## src/rtl/dac_axis_packer.sv

```systemverilog
// Packs RATIO = 256/IN_WIDTH DMA beats into one 256-bit word for the DAC driver.
// Define DAC_PACK_PAD_EN to zero-pad short tlast words instead of discarding them.
module dac_axis_packer #(
  parameter int unsigned IN_WIDTH = 64
) (
  input  logic                clk,
  input  logic                rst,
  input  logic [IN_WIDTH-1:0] s_axis_tdata,
  input  logic                s_axis_tvalid,
  output logic                s_axis_tready,
  input  logic                s_axis_tlast,
  output logic [255:0]        m_axis_tdata,
  output logic                m_axis_tvalid,
  input  logic                m_axis_tready,
  output logic                m_axis_tlast,
  input  logic                flush,
  output logic [31:0]         word_count,
  output logic                partial_err
);

  localparam int unsigned OUT_WIDTH = 256;
  localparam int unsigned RATIO     = OUT_WIDTH / IN_WIDTH;
  localparam int unsigned LANE_W    = (RATIO > 1) ? $clog2(RATIO) : 1;
  localparam logic [LANE_W-1:0] LANE_LAST = LANE_W'(RATIO - 1);

  typedef enum logic {EMPTY, FULL} out_state_e;

  out_state_e           state_q;
  logic [LANE_W-1:0]    lane_q;
  logic [OUT_WIDTH-1:0] acc_q;
  logic [OUT_WIDTH-1:0] tdata_q;
  logic                 tlast_q;
  logic [31:0]          count_q;
  logic                 perr_q;

  logic [OUT_WIDTH-1:0] word_c;
  logic                 lane_end_c;
  logic                 complete_c;
  logic                 drain_c;
  logic                 tready_c;
  logic                 accept_c;

  assign lane_end_c = (lane_q == LANE_LAST);
`ifdef DAC_PACK_PAD_EN
  assign complete_c = lane_end_c | s_axis_tlast;
`else
  assign complete_c = lane_end_c;
`endif
  assign drain_c  = (state_q == FULL) && m_axis_tready;
  // Stall only a beat that would complete a word into a held, undrained register
  assign tready_c = !rst && !flush && (!complete_c || (state_q == EMPTY) || drain_c);
  assign accept_c = s_axis_tvalid && tready_c;

  // Lanes below the current one come from the accumulator, lanes above are zero
  always_comb begin
    word_c = '0;
    for (int unsigned k = 0; k < RATIO; k++) begin
      if (LANE_W'(k) < lane_q) begin
        word_c[k*IN_WIDTH +: IN_WIDTH] = acc_q[k*IN_WIDTH +: IN_WIDTH];
      end else if (LANE_W'(k) == lane_q) begin
        word_c[k*IN_WIDTH +: IN_WIDTH] = s_axis_tdata;
      end
    end
  end

  always_ff @(posedge clk) begin
    if (rst) begin
      state_q <= EMPTY;
      lane_q  <= '0;
      acc_q   <= '0;
      tdata_q <= '0;
      tlast_q <= 1'b0;
      count_q <= '0;
      perr_q  <= 1'b0;
    end else if (flush) begin
      state_q <= EMPTY;
      lane_q  <= '0;
      acc_q   <= '0;
      tlast_q <= 1'b0;
      count_q <= '0;
      perr_q  <= 1'b0;
    end else begin
      perr_q <= 1'b0;
      if (drain_c) begin
        count_q <= count_q + 32'd1;
      end
      if (accept_c && complete_c) begin
        tdata_q <= word_c;
        tlast_q <= s_axis_tlast;
        state_q <= FULL;
      end else if (drain_c) begin
        state_q <= EMPTY;
      end
      if (accept_c) begin
        if (complete_c || s_axis_tlast) begin
          lane_q <= '0;
          acc_q  <= '0;
        end else begin
          lane_q <= lane_q + LANE_W'(1);
          acc_q  <= word_c;
        end
`ifndef DAC_PACK_PAD_EN
        if (s_axis_tlast && !lane_end_c) begin
          perr_q <= 1'b1;
        end
`endif
      end
    end
  end

  assign s_axis_tready = tready_c;
  assign m_axis_tdata  = tdata_q;
  assign m_axis_tvalid = (state_q == FULL);
  assign m_axis_tlast  = tlast_q;
  assign word_count    = count_q;
  assign partial_err   = perr_q;

endmodule

```

## config.mk

```make
export PLATFORM = sky130hd
export DESIGN_NAME = dac_axis_packer
export DESIGN_NICKNAME = d
export VERILOG_FILES = /design/src/rtl/dac_axis_packer.sv
export SDC_FILE = /design/constraint.sdc
export NUM_CORES = 1
export LEC_CHECK = 0
export BUFFER_PORTS_ARGS = -buffer_cell sky130_fd_sc_hd__buf_4
export CAP_MARGIN = 10
export CORE_ASPECT_RATIO = 1.5
export CORE_MARGIN = 2
export CORE_UTILIZATION = 59
export DETAILED_ROUTE_END_ITERATION = 8
export PLACE_DENSITY = 0.85
export SYNTH_ARGS = -nofsm -noshare
export SYNTH_HDL_FRONTEND = slang
export SYNTH_SLANG_ARGS = --single-unit
```

## constraint.sdc

```tcl
create_clock -name clk -period 3.5 [get_ports clk]
set_input_delay 0.175 -clock clk [delete_from_list [all_inputs] [get_ports clk]]
set_output_delay 0.175 -clock clk [all_outputs]
set_load 0.02 [all_outputs]
```

==> run_results.csv <==
group,metric,value,unit
outcome,status,"finished clean",
global_routing,grt_first_pass_wirelength,86100,µm
route,ant_nets,0,
setup_path,r2r_cells,7,
power_and_ir_drop,peakVddDrop,0.402,mV
global_routing,grt_usage,0.326,
clock_tree,cts_root_buf,"clkbuf_16",
clock_tree,clock_sinks,485,
sta,rsz0062_at_grt,"false",
route,drc_errors,0,
synthesis,yosysTopAreaCell,"dfxtp_1",
power_and_ir_drop,power.leakage,9.32,nW
route,dr.pass1.iters,7,
synthesis,synthFlopType,"dfxtp_1",
place,gp_congestion,0.878,
final_layout,final_common_cell,"dfxtp_1",
setup_path,slowest_delay,630,ps
sta,setup_viol,0,
route,viasPerCell,5.97,
synthesis,synth_top_area_share,0.529,
hold_path,hold_end,"m_axis_tlast$_SDFFE_PP0P_",
synthesis,synth_warnings,0,
flow_run,maxCapViolCount,0,
clock_tree,clk_pin_slew,70,ps
clock_tree,cts_buffers,44,
floorplan,core-area,30800,µm²
synthesis,synthTopCellsByArea,"dfxtp_1 53%, a211oi_1 7.9%, nand2_1 6.9%",
sta,clock.fmax,0.348,GHz
clock_tree,cts_tree,"done",
hold_path,hp-start,"flush",
final_layout,nets,2511,
final_layout,final_cell_mix,"484 x dfxtp_1, 376 x buf_4, 338 x nand2_1",
synthesis,synth_edf_count,0,
synthesis,synth.net_count,2196,
floorplan,dieHeight,220,µm
floorplan,start_util,0.595,
sta,setup-tns-final,0,ps
power_and_ir_drop,power_density,468,nW/µm²
setup_path,rr_startpoint,"lane_q[1]$_SDFFE_PP0N_",
global_routing,antenna_found_initial,0,
sta,hold_viol_final,0,
hold_path,holdCritPathClass,"input port to register",
setup_path,slowest_stage,"ha_2",
route,vias,17100,
sta,worst_pin_slew,1120,ps
route,drt-wirelength-per-cell,19.3,µm
setup_path,r2r-end,"m_axis_tdata[175]$_SDFFE_PP0P_",
route,drtIter0Drc,1189,
sta,slew_violations,0,
clock_tree,post_cts_buffers,0,
sta,relSlewSlack,0.252,
setup_path,critPathLaunchType,"register",
setup_path,arrival,3280,ps
final_layout,final_core_util,0.757,
floorplan,dieArea,32600,µm²
hold_path,hold_depth,3,
floorplan,num_rows,79,
place,portBuffers,361,
global_routing,gr-total-overflow,0,
sta,finalCritPeriodShare,0.820,
setup_path,path_cells,"buf_4 -> ha_2 -> buf_12 -> nand2_1 -> nor2_1 -> a21oi_1 -> a211oi_1",
sta,period_needed,2870,ps
route,wl,55300,µm
synthesis,ys_seq_elements,485,
setup_path,endpoint_kind,"register",
final_layout,syn_to_final_growth,27.2,%
synthesis,synthesis.area,18400,µm²
clock_tree,htreeDepth,2,
synthesis,ys_async_sr_fraction,0,
final_layout,num_antenna_cells,0,
final_layout,drive_gt1_frac,0.190,
floorplan,die_w,148,µm
synthesis,netlist_instances,2120,
synthesis,yosysSeqAreaShare,0.529,
setup_path,cp_max_fo,38,
clock_tree,clk_latency,550,ps
clock_tree,clock_path_buffers,3,
global_routing,grt_max_degree,104,
sta,clock-skew-final,16.3,ps
setup_path,critPathKind,"register to register",
floorplan,io_pins,362,
setup_path,reg2reg_slack,630,ps
place,dp_hpwl,34000,µm
synthesis,synth_area_per_cell,8.66,µm²
global_routing,grt_pass1_vias,16700,
clock_tree,ctsResizeCount,0,
setup_path,crit_required,3910,ps
synthesis,synthDistinctLibCells,34,
final_layout,n_fill_cell,2094,
worst max-delay path by stage:
stage                                 from                        endpoint  slack, ps  cells past startpoint
finish              lane_q[1]$_SDFFE_PP0N_  m_axis_tdata[175]$_SDFFE_PP0P_        630                      7
global route        lane_q[1]$_SDFFE_PP0N_   m_axis_tdata[84]$_SDFFE_PP0P_        530                      7
CTS                 lane_q[1]$_SDFFE_PP0N_   m_axis_tdata[84]$_SDFFE_PP0P_        770                      7
floorplan           lane_q[1]$_SDFFE_PP0N_          acc_q[10]$_SDFFE_PP0N_       1390                      7
detailed placement  lane_q[1]$_SDFFE_PP0N_  m_axis_tdata[186]$_SDFFE_PP0P_        830                      7
global placement    lane_q[1]$_SDFFE_PP0N_   m_axis_tdata[93]$_SDFFE_PP0P_        880                      7
routing by layer:
metal / vias to the layer above / share of wire / GRT usage
met5: - / 0 / 0
met3: 223 / 0.067 / 0.0636
met1: 8133 / 0.37 / 0.364
met2: 760 / 0.50 / 0.572
met4: 0 / 0.061 / 0.195
li1: 8032 / - / -
sequential cells by signal, indices dropped and copies added (netlist names):
signal	count
word_count	32
m_axis_tvalid	1
lane_q	2
m_axis_tlast	1
m_axis_tdata	256
partial_err	1
acc_q	192
worst max-delay path, delay by kind of cell, from the launching register on:
kind	cells	cell delay [ps]
flops	1	620
simple gates	2	200
compound gates	2	470
fa+ha+maj	1	630
buf+inv	2	750
stage by stage:
step	power, mW	hold slack (ps)	instances	worst slack, ps	cell area [µm²]
2_1_floorplan	5.86	308	2120	1390	18400
3_3_place_gp	6.03	434	2727	885	21200
3_5_place_dp	6.04	442	2727	825	21200
4_1_cts	10.9	215	2874	770	23300
5_1_grt	11.2	273	2874	530	23300
6_report	10.9	245	2874	630	23300
power by group:
| group | internal, mW | leakage (nW) | total (mW) | switching, mW |
|---|---|---|---|---|
| sequential | 5.53 | 3.91 | 5.55 | 0.0111 |
| combinational | 0.175 | 4.69 | 0.441 | 0.266 |
| clock | 2.86 | 0.726 | 4.93 | 2.07 |
logic make-up (layout without fill, tap and decap cells):
family          Yosys count  count (layout)  synth area share
xor+xnor                  9               9           0.00430
fa+ha+maj                 6               6           0.00409
buf+inv                 193             542            0.0444
simple gates            737             737             0.171
mux                      64              64            0.0349
flops                   485             485             0.529
compound gates          626             626             0.212
synthesized netlist by cell type, types with 10 or more instances:
master,count
buf_2,30
nor2_1,266
o31ai_1,13
and3_1,68
or3_1,10
nand4_1,15
clkbuf_1,143
dfxtp_1,485
o21ai_0,138
mux2i_1,64
a211oi_1,192
a21oi_1,218
or4_1,14
a22o_1,64
nand2_1,338
final cells by class:
cell class	count	area, µm²	area share
flip-flops and latches	485	9710	0.416
multi-input cells	1442	7890	0.338
repair buffers	455	3730	0.160
clock buffers	66	1290	0.0555
clock inverters	14	176	0.00756
well taps	405	507	0.0217
inverters	7	26.3	0.00113
repair_timing:
item	in CTS	in global routing
hold endpoints to repair	131	0
setup endpoints to repair	0	0
hold buffers	67	0
Power figures use the tool's default switching activity.
